<file path="src/rtl/requant_feeder.sv">
// Requantizer from Q8.8 quantizer results to signed array operands. Each lane is rounded half-up, shifted and saturated.
// Converted rows are registered once, then held in a show-ahead FIFO that feeds the array loader over valid/ready.
module requant_feeder #(
  parameter int ARRAY_SIZE = 8,
  parameter int IN_WIDTH   = 16,
  parameter int DATA_WIDTH = 8,
  parameter int SHIFT      = 4,
  parameter int FIFO_DEPTH = 4
) (
  input  logic                             clk,
  input  logic                             rst,
  input  logic                             in_valid,
  output logic                             in_ready,
  input  logic [ARRAY_SIZE*IN_WIDTH-1:0]   in_data,
  output logic                             out_valid,
  input  logic                             out_ready,
  output logic [ARRAY_SIZE*DATA_WIDTH-1:0] out_data,
  output logic                             sat_sticky,
  input  logic                             sat_clear,
  output logic [$clog2(FIFO_DEPTH):0]      level
);

  localparam int PW = $clog2(FIFO_DEPTH);
  localparam int LW = PW + 1;
  localparam int OW = ARRAY_SIZE * DATA_WIDTH;
  localparam logic signed [IN_WIDTH:0] MAXV = (IN_WIDTH+1)'((1 << (DATA_WIDTH-1)) - 1);
  localparam logic signed [IN_WIDTH:0] MINV = ~MAXV;

  logic [OW-1:0]         conv_data;
  logic [ARRAY_SIZE-1:0] lane_sat;
  logic                  s1_valid;
  logic [OW-1:0]         s1_data;
  logic [OW-1:0]         mem [FIFO_DEPTH];
  logic [PW-1:0]         wptr;
  logic [PW-1:0]         rptr;
  logic                  accept;
  logic                  push;
  logic                  pop;

  // One extra bit of headroom keeps the rounding add from wrapping at the positive rail.
  for (genvar i = 0; i < ARRAY_SIZE; i++) begin : g_lane
    logic signed [IN_WIDTH:0] xe;
    logic signed [IN_WIDTH:0] r;
    logic                     hi;
    logic                     lo;

    assign xe = {in_data[i*IN_WIDTH+IN_WIDTH-1], in_data[i*IN_WIDTH +: IN_WIDTH]};

    if (SHIFT > 0) begin : g_rnd
      localparam logic signed [IN_WIDTH:0] RND = (IN_WIDTH+1)'(1 << (SHIFT-1));
      assign r = (xe + RND) >>> SHIFT;
    end else begin : g_pass
      assign r = xe;
    end

    assign hi = (r > MAXV);
    assign lo = (r < MINV);
    assign lane_sat[i] = hi | lo;
    assign conv_data[i*DATA_WIDTH +: DATA_WIDTH] =
      hi ? {1'b0, {(DATA_WIDTH-1){1'b1}}} :
      lo ? {1'b1, {(DATA_WIDTH-1){1'b0}}} :
           r[DATA_WIDTH-1:0];
  end

  // The row sitting in stage 1 is already committed to a FIFO slot, so it counts against space.
  assign in_ready  = (int'(level) + int'(s1_valid)) < FIFO_DEPTH;
  assign accept    = in_valid && in_ready;
  assign push      = s1_valid;
  assign out_valid = (level != '0);
  assign pop       = out_valid && out_ready;
  assign out_data  = out_valid ? mem[rptr] : '0;

  always_ff @(posedge clk or posedge rst) begin
    if (rst) begin
      s1_valid   <= 1'b0;
      s1_data    <= '0;
      sat_sticky <= 1'b0;
    end else begin
      s1_valid <= accept;
      if (accept) begin
        s1_data <= conv_data;
      end
      if (accept && (|lane_sat)) begin
        sat_sticky <= 1'b1;
      end else if (sat_clear) begin
        sat_sticky <= 1'b0;
      end
    end
  end

  always_ff @(posedge clk or posedge rst) begin
    if (rst) begin
      wptr  <= '0;
      rptr  <= '0;
      level <= '0;
    end else begin
      if (push) begin
        wptr <= wptr + PW'(1);
      end
      if (pop) begin
        rptr <= rptr + PW'(1);
      end
      case ({push, pop})
        2'b10:   level <= level + LW'(1);
        2'b01:   level <= level - LW'(1);
        default: level <= level;
      endcase
    end
  end

  always_ff @(posedge clk) begin
    if (push) begin
      mem[wptr] <= s1_data;
    end
  end

endmodule

</file>
<file path="config.mk">
export PLATFORM = sky130hd
export DESIGN_NAME = requant_feeder
export DESIGN_NICKNAME = d
export VERILOG_FILES = /design/src/rtl/requant_feeder.sv
export SDC_FILE = /design/constraint.sdc
export NUM_CORES = 1
export LEC_CHECK = 0
export BUFFER_PORTS_ARGS = -buffer_cell sky130_fd_sc_hd__buf_2
export CORE_MARGIN = 1
export CORE_UTILIZATION = 52
export DETAILED_ROUTE_END_ITERATION = 16
export GPL_ROUTABILITY_DRIVEN = 0
export PLACE_DENSITY = 0.76
export SLEW_MARGIN = 10
export SYNTH_ARGS = -nofsm -noshare
export SYNTH_HDL_FRONTEND = slang
export SYNTH_SLANG_ARGS = --single-unit
</file>
<file path="constraint.sdc">
create_clock -name clk -period 2.75 [get_ports clk]
set_input_delay 0.55 -clock clk [delete_from_list [all_inputs] [get_ports clk]]
set_output_delay 0.55 -clock clk [all_outputs]
set_load 0.05 [all_outputs]
</file>
==> Word level (Yosys, flattened, before mapping) <==
Memories as Yosys holds them, arrays and structs flattened.
Index checks and enable logic that the tools add are counted.
{ "word_totals": {"register_bits": 73, "ramBits": 256, "inputBits": 133, "memories": 1} }
{ "classes": {"n_addsub": 13, "n_lt_le_gt_ge": 17, "eq_ne": 2, "mux": 22, "n_bitwise": 8, "n_reduce_logical": 7} }
{ "mem_list": {"columns": ["name", "depth", "width", "rd", "rd_clocked_by_memory_dff", "wr", "line_no", "text"], "rows": [
  ["mem", 4, 64, 1, 0, 1, "33", "logic [OW-1:0] mem [FIFO_DEPTH];"]
]} }
{ "op_table": {"columns": ["operator", "count"], "rows": [
  ["adder 16 x 5 -> 17 bit (second input constant)", 8],
  ["2-to-1 mux 8 bit", 16],
  ["greater-than comparator 13 x 8 -> 1 bit (second input constant)", 8],
  ["less-than comparator 13 x 8 -> 1 bit (second input constant)", 8],
  ["2-to-1 mux 64 bit", 1],
  ["OR 1 bit", 8],
  ["OR reduction 8 bit", 1],
  ["one-hot mux 3 bit (2 select lines)", 1],
  ["adder 2 x 1 -> 2 bit (second input constant)", 2],
  ["adder 3 x 1 -> 4 bit", 1],
  ["less-than comparator 4 x 3 -> 1 bit (second input constant)", 1],
  ["2-to-1 mux 1 bit", 4],
  ["nonzero test 2 bit", 2],
  ["adder 3 x 1 -> 3 bit (second input constant)", 1],
  ["logical AND 1 bit", 3],
  ["nonzero test 3 bit", 1],
  ["subtractor 3 x 1 -> 3 bit (second input constant)", 1],
  ["== test 2 x 1 -> 1 bit (second input constant)", 1],
  ["== test 2 bit (second input constant)", 1]
]} }

==> Depth between registers and ports, before layout <==
Gate-level depths: netlist (run 1).
{ "depth": {"depth_word": 6, "ltp_mapped": 9, "ltp_nobuf": 8} }

==> Worst setup path after synthesis (run 1) <==
OpenSTA, ideal clock, no wires.
{ "synth_timing": {"path_type": "reg2reg", "from": "register level[0]", "to": "register s1_data[17]", "t_arrival_ns": 2.758, "required_ns": 2.631, "slack_ns": -0.127, "path_stages_with_launch": 9, "n_path_buf": 3, "cell_sequence": "dfrtp_1 a31oi_1 nand2_1 clkbuf_1 inv_2 buf_2 clkbuf_1 o211ai_1 o21a_1"} }
{ "synth_via": {"elab_chain_len": 3} }
{ "synth_rtl": {"columns": ["element", "line_no", "text"], "rows": [
  ["start, declared", "20", "output logic [$clog2(FIFO_DEPTH):0] level"],
  ["start signal, assigned", "104", "2'b10: level <= level + LW'(1);"],
  ["start signal, assigned", "105", "2'b01: level <= level - LW'(1);"],
  ["start signal, assigned", "106", "default: level <= level;"],
  ["adder 3 x 1 -> 4 bit", "66", "assign in_ready = (int'(level) + int'(s1_valid)) < FIFO_DEPTH;"],
  ["less-than comparator 4 x 3 -> 1 bit", "66", null],
  ["net in_ready", "13", "output logic in_ready,"],
  ["logical AND 1 bit", "67", "assign accept = in_valid && in_ready;"],
  ["end signal, assigned", "81", "s1_data <= conv_data;"],
  ["end, declared", "32", "logic [OW-1:0] s1_data;"]
]} }
The timed path passes the listed nets, and every way through them passes these cells.
A chain may end at the register's enable or synchronous reset.

==> Final worst setup path (run 1) <==
{ "layout_timing": {"from": "register rptr[0]", "to": "output port out_data[24]"} }
{ "layout_via": {"elab_chain_len": 2} }
{ "layout_rtl": {"columns": ["element", "line_no", "text"], "rows": [
  ["start, declared", "35", "logic [PW-1:0] rptr;"],
  ["start signal, assigned", "101", "rptr <= rptr + PW'(1);"],
  ["memory read (4 x 64 bit)", null, null],
  ["2-to-1 mux 64 bit", "71", "assign out_data = out_valid ? mem[rptr] : '0;"],
  ["end, declared", "17", "output logic [ARRAY_SIZE*DATA_WIDTH-1:0] out_data,"]
]} }
Every way passes these cells.

==> results of run 1 <==
==> layout make-up <==
| type | count | area [um^2] |
|---|---|---|
| clock buffer | 41 | 853 |
| multi-input combinational | 617 | 5170 |
| antenna | 1 | 2.50 |
| inverter | 13 | 50.0 |
| clock inverter | 17 | 115 |
| fill | 1989 | 9680 |
| sequential | 329 | 9520 |
| timing repair buffer | 219 | 2000 |
| tap | 378 | 473 |
==> placed cells by master, fill, tap and decap left out, types with 24 or more instances in the layout <==
cell	count
edfxtp_1	256
buf_2	114
nand2_1	78
dfrtp_1	71
mux4_2	64
buf_6	59
and2_4	57
nand3_1	42
clkbuf_16	33
nor2_1	31
xnor2_1	29
xor2_1	27
a21oi_1	25
o21ai_1	25
o21a_1	24
o211ai_1	24
==> synth_stat cells (17+ instances only) <==
cell type | n | area [um^2]
mux4_2 | 64 | 1440
edfxtp_1 | 256 | 7690
nor2_1 | 31 | 116
clkbuf_1 | 26 | 97.6
nand3_1 | 42 | 210
xnor2_1 | 29 | 254
o21ai_1 | 25 | 125
nand4_1 | 17 | 106
a21oi_1 | 25 | 125
xor2_1 | 27 | 236
dfrtp_1 | 73 | 1830
and2_1 | 74 | 463
o21a_1 | 24 | 180
a31oi_1 | 17 | 106
nand2_1 | 79 | 297
o21ai_0 | 17 | 85.1
o211ai_1 | 24 | 180
==> routing by layer <==
layer / wire length (um) / GRT usage (%)
met4: 1120 / 8.50
met2: 16300 / 39.5
met3: 1620 / 3.21
met1: 13000 / 29.3
met5: 0 / 0
==> worst max path at each step <==
stage | startpoint | to | slack [ns]
detailed placement | in_data[99] | sat_sticky | 0.18
floorplan | wptr[0] | mem[0][0] | 0.20
CTS | rptr[0] | out_data[42] | -0.08
global route | rptr[0] | out_data[4] | -0.12
finish | rptr[0] | out_data[24] | -0.06
global placement | in_data[99] | sat_sticky | 0.21
==> stage by stage <==
step,hold slack [ns],setup TNS [ns]
floorplan,0.476,0
global placement,0.491,0
detailed placement,0.505,0
CTS,0.223,-2.54
global route,0.233,-3.60
finish,0.237,-1.25
==> sequential cells by signal, summed over array words and instances (netlist names) <==
name,flops
level,3
mem,256
push,1
rptr,2
s1_data,64
sat_sticky,1
wptr,2
==> critical path: cells and delay by family, from the launching register on <==
family                 cells  cell delay [ns]
flip-flops                 1             0.51
AND/OR/NAND/NOR            1             0.17
buffers and inverters      4             0.57
multiplexers               1             0.43
==> cell families (layout without fill, tap and decap cells) <==
family / after synthesis / after routing
flip-flops: 329 / 329
AND/OR/NAND/NOR: 305 / 305
AO/OA/AOI/OAI: 174 / 174
multiplexers: 68 / 68
XOR/XNOR: 56 / 56
buffers and inverters: 54 / 290
adder cells (fa/ha/maj): 14 / 14
other: 0 / 1
==> power groups by stage <==
stage | Clock [mW] | Sequential [mW] | Combinational (mW)
final | 4.03 | 7.81 | 10.1
after global routing | 4.30 | 7.96 | 10.6
after CTS | 4.09 | 7.81 | 10.1
after detailed placement | 0 | 7.90 | 7.76
after floorplan | 0 | 7.74 | 5.75
after global placement | 0 | 7.78 | 7.68
==> timing repair <==
item	in CTS	in global routing
hold buffers	1	0
endpoints found under the hold margin	7	0
gates cloned	8	2
resized for setup	190	8
buffers inserted	8	0
setup endpoints to repair	63	62
pin swaps	0	1
==> flow_metrics.env, run 1 <==
export IMPL_status="complete, but fails checks"
export IMPL_violations="setup timing"
export IMPL_ys_seq_area_share_pct=64.5
export IMPL_worstSkewPairLatency_ns=0.57
export IMPL_regToRegSetupSlack_ns=0.58
export IMPL_r2r_start="level[0]"
export IMPL_worstSetupStartpointType="flip-flop"
export IMPL_maxSlewViolCount=0
export IMPL_cap_violations=0
export IMPL_cts_sinks=329
export IMPL_stdcell_count=1615
export IMPL_placed_cell_area_um2=16300
export IMPL_clk_pin_slew_worst_paths_ns=0.07
export IMPL_period_minus_slack_ns=2.81
export IMPL_seq_power_share_pct=35.7
export IMPL_final_area_um2=18200
export IMPL_chipWidth_um=170
export IMPL_relSlewSlack_pct=51.4
export IMPL_ff2ff_path_depth=8
export IMPL_syn_num_nets=1147
export IMPL_min_to="s1_data[7]"
export IMPL_dr_pass1_iters=6
export IMPL_drt_wl_total_um=32000
export IMPL_synthAdderAreaFrac_pct=1.24
export IMPL_synth_seq_cells=329
export IMPL_crit_top_cell="buf_12"
export IMPL_layout_nets=1358
export IMPL_slowest_delay_ns=0.51
export IMPL_synth_edf_count=256
export IMPL_min_from="in_data[15]"
export IMPL_post_route_period_util_pct=102
export IMPL_hold_viol=0
export IMPL_routedWlPerCell_um=19.8
export IMPL_syn_area_per_cell_um2=14.7
export IMPL_p_leak_nw=6.57
export IMPL_die_area_um2=29000
export IMPL_grt_overflow=0
export IMPL_setup_viol=30
export IMPL_synth_xor_area_share_pct=3.33
export IMPL_synth_simple_area_share_pct=11.3
export IMPL_drc=0
export IMPL_p_switching_mw=8.14
export IMPL_fin_skew_ns=0.0158
export IMPL_num_vias=9274
export IMPL_ys_warn_count=0
export IMPL_synthFlopType="edfxtp_1"
export IMPL_postSynthCellCount=1000
export IMPL_core_area_um2=27900
export IMPL_r2r_end="level[2]"
export IMPL_postLayoutCoreUtil_pct=65.3
export IMPL_clkPwrFrac_pct=18.4
export IMPL_cts_tree="yes"
export IMPL_vdd_ir_drop_worst_uv=595
export IMPL_pwr_share_comb_pct=45.9
export IMPL_crit_slowest_cell="dfrtp_4"
export IMPL_p_sw_share_pct=37.2
export IMPL_cts_htree_levels=1
export IMPL_rows=61
export IMPL_fin_total_pwr_mw=21.9
export IMPL_rsz0062_at_grt="yes"
export IMPL_antenna_found_initial=1
export IMPL_drtAntennaViolNets=0
export IMPL_cts_path_max_buffers=3
export IMPL_fmax_ghz=0.355
export IMPL_netlist_cell_type_count=70
export IMPL_worstPathArrival_ns=2.26
export IMPL_grt_pass1_wl_um=50200
export IMPL_path_max_fanout=5
export IMPL_area_growth_pct=23.3
export IMPL_synthesis_area_um2=14700
export IMPL_cp_cell_sequence="buf_12, buf_12, buf_16, mux4_2, and2_4, buf_6"
export IMPL_dpl_worst_slack_ns=0.177
export IMPL_synth_top_family_by_area="simple AND/OR/NAND/NOR gates"
export IMPL_io_buffers=178
export IMPL_hold_path_depth=2
export IMPL_grt_total_usage_pct=22.8
export IMPL_hold_class="in2reg"
export IMPL_intPower_mw=13.8
export IMPL_root_buffer="clkbuf_16"
export IMPL_muxShareOfSynthArea_pct=10.1
export IMPL_die_y_um=170
export IMPL_drive_gt1_share_pct=33.0
export IMPL_crit_required_ns=2.20
export IMPL_hpwl_um=19700
export IMPL_drtIter0Drc=710
export IMPL_postLayoutSetupSlackWorst_ns=-0.0646
export IMPL_synth_compound_area_share_pct=8.07
export IMPL_p_per_area_nw_per_um2=1200
export IMPL_place_inst=1538
export IMPL_grt_max_degree=57
export IMPL_worst_pin_slew_ns=0.728
export IMPL_initial_core_util_pct=52.9
export IMPL_via_per_inst=5.74
export IMPL_cp_end_kind="output port"
export IMPL_io_pins=203
export IMPL_grt_pass1_vias=9212
export IMPL_cts_made_buffers=31
export IMPL_async_reset_ff_share_pct=22.2
export IMPL_critical_path_class="reg2out"
(Power assumes the default switching activity.)
==> inputs of run 2 (changes only) <==
--- a/config.mk
+++ b/config.mk
@@ -11,6 +11,7 @@
 export DETAILED_ROUTE_END_ITERATION = 16
 export GPL_ROUTABILITY_DRIVEN = 0
 export PLACE_DENSITY = 0.76
+export SKIP_CTS_REPAIR_TIMING = 1
 export SLEW_MARGIN = 10
 export SYNTH_ARGS = -nofsm -noshare
 export SYNTH_HDL_FRONTEND = slang
==> run 2 against run 1 <==
Effect of this change: the flow finishes with violations (hold timing, setup timing); clock skew decreased by 0.0076 ns; non-clock buffer count fell by 4; die area unchanged.
==> flow_metrics.env, run 2 (synthesis gave the netlist of run 1 again) <==
export IMPL_status="complete, but fails checks"
export IMPL_violations="hold timing, setup timing"
export IMPL_cts_tree="yes"
export IMPL_maxSlewViolCount=0
export IMPL_worst_hold_slack_ns=-0.00862
export IMPL_num_vias=9278
export IMPL_drtAntennaViolNets=0
export IMPL_via_per_inst=5.76
export IMPL_worstSetupStartpointType="flip-flop"
export IMPL_fmax_ghz=0.359
export IMPL_root_buffer="clkbuf_16"
export IMPL_top_regs="mem x256, s1_data x64, level x3"
export IMPL_drtIter0Drc=634
export IMPL_cts_path_max_buffers=3
export IMPL_period_minus_slack_ns=2.79
export IMPL_core_area_um2=27900
export IMPL_grt_pass1_wl_um=48000
export IMPL_grt_pass1_vias=8968
export IMPL_rsz0062_at_grt="yes"
export IMPL_grt_max_degree=57
export IMPL_area_growth_pct=22.0
export IMPL_io_buffers=178
export IMPL_final_common_cell="edfxtp_1"
export IMPL_crit_required_ns=2.20
export IMPL_cts_htree_levels=1
export IMPL_postLayoutSetupSlackWorst_ns=-0.0381
export IMPL_worstPathArrival_ns=2.24
export IMPL_setup_tns_ns=-0.454
export IMPL_hold_class="in2async"
export IMPL_rows=61
export IMPL_stdcell_count=1611
export IMPL_largest_register_ffs=256
export IMPL_routedWlPerCell_um=19.8
export IMPL_grt_total_usage_pct=21.5
export IMPL_cp_end_kind="output port"
export IMPL_dpl_worst_slack_ns=0.177
export IMPL_cap_violations=0
export IMPL_grt_overflow=0
export IMPL_chipWidth_um=170
export IMPL_setup_viol=21
export IMPL_p_per_area_nw_per_um2=1190
export IMPL_drt_wl_total_um=31900
export IMPL_cp_cell_sequence="buf_12, clkbuf_16, mux4_2, and2_4, buf_6"
export IMPL_relSlewSlack_pct=50.8
export IMPL_path_max_fanout=7
export IMPL_fin_total_pwr_mw=21.5
export IMPL_hold_viol=22
export IMPL_antenna_found_initial=1
export IMPL_crit_slowest_cell="mux4_2"
export IMPL_layout_common_cells="edfxtp_1 (256), buf_2 (125), nand2_1 (78)"
export IMPL_vdd_ir_drop_worst_uv=604
export IMPL_drc=0
export IMPL_post_route_period_util_pct=101
export IMPL_cts_made_buffers=31
export IMPL_place_inst=1538
export IMPL_worst_pin_slew_ns=0.737
export IMPL_layout_nets=1354
export IMPL_drive_gt1_share_pct=32.5
export IMPL_top_register="mem"
export IMPL_die_y_um=170
export IMPL_p_leak_nw=6.48
export IMPL_hpwl_um=19700
export IMPL_die_area_um2=29000
export IMPL_fin_skew_ns=0.00822
export IMPL_worstSkewPairLatency_ns=0.56
export IMPL_clk_pin_slew_worst_paths_ns=0.06
export IMPL_io_pins=203
export IMPL_critical_path_class="reg2out"
export IMPL_slowest_delay_ns=0.50
export IMPL_dr_pass1_iters=5
export IMPL_cts_sinks=329
export IMPL_initial_core_util_pct=52.9
## run 2: cell count changes in the layout (fill, tap and decap cells not counted), sizes merged
cell / delta
dlygate4sd3: -1
buf: -6
clkbuf: +3
## run 2: final timing paths
check | start | to | slack (ns) | cells after the start
worst min-delay path | rst | s1_data[18] | -0.009 | 2
max in group asynchronous | rst | rptr[0] | 2.09 | 3
min in group clk | in_data[15] | s1_data[7] | 0.24 | 2
worst max-delay path | rptr[0] | out_data[63] | -0.04 | 5
worst max register to register | level[0] | level[2] | 0.71 | 8
worst min register to register | s1_data[37] | mem[1][37] | 0.51 | 0
## run 2: cell type report
cell class / instances / area, um^2
fillers: 2010 / 9880
flip-flops and latches: 329 / 9520
multi-input cells: 617 / 5150
repair buffers: 215 / 1810
clock buffers: 41 / 853
well taps: 378 / 473
clock inverters: 17 / 115
inverters: 13 / 50.0
diodes: 1 / 2.50
## run 2: routing by layer
metal | up-vias | part of all wire [%] | routed length [um] | global-route usage [%]
met5 | - | 0 | 0 | 0
met4 | 0 | 3.0 | 946 | 7.17
met3 | 68 | 5.5 | 1740 | 3.12
met2 | 281 | 50 | 15900 | 36.7
met1 | 4615 | 42 | 13200 | 28.5
li1 | 4314 | - | - | -
## run 2: metrics by stage
stage | util (%) | cell area, um^2
CTS | 61.9 | 17200
finish | 64.5 | 18000
global route | 64.5 | 18000
detailed placement | 58.4 | 16300
global placement | 58.4 | 16300
floorplan | - | 14700
## run 2: worst max-delay path, delay by kind of cell (launching register included)
kind	cells	cell delay, ns
flops	1	0.47
mux	1	0.50
buf+inv	3	0.52
simple gates	1	0.17
## run 2: where the power goes
part           leakage (nW)  switching, mW  internal [mW]
clock network         0.481           1.77           2.27
registers              3.13          0.760           7.05
logic                  2.88           5.52           4.09
total                  6.48           8.05           13.4
==> inputs of run 3 (changes only) <==
--- a/config.mk
+++ b/config.mk
@@ -6,11 +6,13 @@
 export NUM_CORES = 1
 export LEC_CHECK = 0
 export BUFFER_PORTS_ARGS = -buffer_cell sky130_fd_sc_hd__buf_2
+export CELL_PAD_IN_SITES_DETAIL_PLACEMENT = 1
+export CELL_PAD_IN_SITES_GLOBAL_PLACEMENT = 1
 export CORE_MARGIN = 1
-export CORE_UTILIZATION = 52
+export CORE_UTILIZATION = 43
 export DETAILED_ROUTE_END_ITERATION = 16
 export GPL_ROUTABILITY_DRIVEN = 0
-export PLACE_DENSITY = 0.76
+export PLACE_DENSITY_LB_ADDON = 0.1
 export SKIP_CTS_REPAIR_TIMING = 1
 export SLEW_MARGIN = 10
 export SYNTH_ARGS = -nofsm -noshare
==> run 3 against run 2 <==
Effect of this change: highest routed layer unchanged; critical path depth stayed put; the run now ends clean; first-iteration DRC count is 36% lower; worst hold slack better by 0.34 ns; combinational power is 4.7% lower; sequential cell count stayed put; clock-buffer cell count is 12 higher.
==> flow_metrics.env, run 3 (synthesis gave the netlist of run 1 again) <==
export IMPL_largest_register_ffs=256
export IMPL_cts_made_buffers=35
export IMPL_worst_pin_slew_ns=0.692
export IMPL_layout_common_cells="edfxtp_1 (256), buf_2 (123), nand2_1 (78)"
export IMPL_num_vias=9218
export IMPL_top_register="mem"
export IMPL_cts_path_max_buffers=3
export IMPL_final_area_um2=18200
export IMPL_via_per_inst=5.44
export IMPL_drtIter0Drc=406
export IMPL_worstSkewPairLatency_ns=0.51
export IMPL_drc=0
export IMPL_die_y_um=187
export IMPL_antenna_found_initial=1
export IMPL_min_from="in_data[15]"
export IMPL_area_growth_pct=23.6
export IMPL_drt_wl_total_um=35100
export IMPL_die_area_um2=35000
export IMPL_top_regs="mem x256, s1_data x64, level x3"
export IMPL_grt_pass1_wl_um=53300
export IMPL_hold_class="in2reg"
export IMPL_rows=67
export IMPL_cts_sinks=329
export IMPL_setup_tns_ns=0
export IMPL_met3_usage_pct=2.65
export IMPL_vdd_ir_drop_worst_uv=574
export IMPL_postLayoutCoreUtil_pct=54.2
export IMPL_fill_cells=3272
export IMPL_clk_pin_slew_worst_paths_ns=0.06
export IMPL_hold_viol=0
export IMPL_ff2ff_path_depth=8
export IMPL_min_to="s1_data[7]"
export IMPL_drive_gt1_share_pct=30.2
export IMPL_dr_pass1_iters=4
export IMPL_fmax_ghz=0.365
export IMPL_critical_path_class="reg2out"
export IMPL_root_buffer="clkbuf_16"
export IMPL_final_common_cell="edfxtp_1"
export IMPL_crit_required_ns=2.20
export IMPL_grt_total_usage_pct=19.6
export IMPL_regToRegSetupSlack_ns=0.72
export IMPL_io_pins=203
export IMPL_r2r_end="level[2]"
export IMPL_worstSetupStartpointType="flip-flop"
export IMPL_fin_skew_ns=0.0205
export IMPL_p_per_area_nw_per_um2=1190
export IMPL_post_route_period_util_pct=99.6
export IMPL_hpwl_um=23100
export IMPL_worst_hold_slack_ns=0.335
export IMPL_placed_cell_area_um2=16500
export IMPL_grtUsageMet1_pct=24.3
export IMPL_core_area_um2=33600
export IMPL_r2r_start="level[0]"
export IMPL_maxSlewViolCount=0
export IMPL_rsz0062_at_grt="yes"
export IMPL_worstPathArrival_ns=2.19
export IMPL_setup_viol=0
export IMPL_path_max_fanout=8
export IMPL_io_buffers=178
export IMPL_cts_tree="yes"
export IMPL_grt_overflow=0
export IMPL_drtAntennaViolNets=0
export IMPL_routedWlPerCell_um=20.7
export IMPL_chipWidth_um=187
export IMPL_use_met2_pct=35.4
export IMPL_status="finished, final reports clean"
export IMPL_layout_nets=1369
export IMPL_hold_path_depth=2
export IMPL_relSlewSlack_pct=53.8
export IMPL_grt_pass1_vias=9760
export IMPL_initial_core_util_pct=43.8
export IMPL_dpl_worst_slack_ns=0.102
export IMPL_cts_htree_levels=2
export IMPL_postLayoutSetupSlackWorst_ns=0.0110
export IMPL_cp_end_kind="output port"
export IMPL_grt_max_degree=61
export IMPL_cap_violations=0
export IMPL_p_leak_nw=6.54
export IMPL_period_minus_slack_ns=2.74
export IMPL_busiest_layer="met2"
-- run 3: critical path: stages, from the launching register on --
cell       delay (ns)
dfrtp_4          0.46
buf_12           0.18
clkbuf_16        0.18
mux4_2           0.50
and2_4           0.19
buf_6            0.15
-- run 3: where the power goes --
group          internal (mW)  switching (mW)  total (mW)
registers               7.06           0.779        7.84
clock network           2.85            1.82        4.67
logic                   3.69            5.48        9.16
-- run 3: metrics by stage --
step | power, mW | std cells
2_1_floorplan | 13.5 | 1000
3_3_place_gp | 15.7 | 1622
3_5_place_dp | 15.9 | 1622
4_1_cts | 20.6 | 1684
5_1_grt | 22.7 | 1696
6_report | 21.7 | 1696
-- run 3: area by class of cell --
| type | instances | area, um^2 | share of cell area [%] |
|---|---|---|---|
| antenna | 1 | 2.50 | 0.0137 |
| clock inverter | 9 | 109 | 0.598 |
| timing repair buffer | 226 | 1850 | 10.2 |
| inverter | 13 | 50.0 | 0.275 |
| tap | 448 | 561 | 3.08 |
| sequential | 329 | 9520 | 52.3 |
| clock buffer | 53 | 1060 | 5.80 |
| multi-input combinational | 617 | 5070 | 27.8 |
-- run 3: metal layers --
layer | wire length (um) | part of all wire (%) | vias to the layer above
met2 | 18300 | 52 | 160
met5 | 0 | 0 | -
met3 | 1060 | 3.0 | 49
met1 | 14900 | 42 | 4648
met4 | 848 | 2.4 | 0
li1 | - | - | 4361
-- run 3: how the worst max path moves through the flow --
stage / from / end / slack (ns) / depth (start not counted)
after detailed placement: in_data[35] / sat_sticky / 0.10 / 9
after CTS: level[0] / out_data[39] / -0.05 / 4
final: rptr[0] / out_data[51] / 0.01 / 5
after global placement: in_data[35] / sat_sticky / 0.17 / 9
after global routing: rptr[0] / out_data[62] / -0.03 / 5
after floorplan: wptr[0] / mem[0][0] / 0.20 / 3
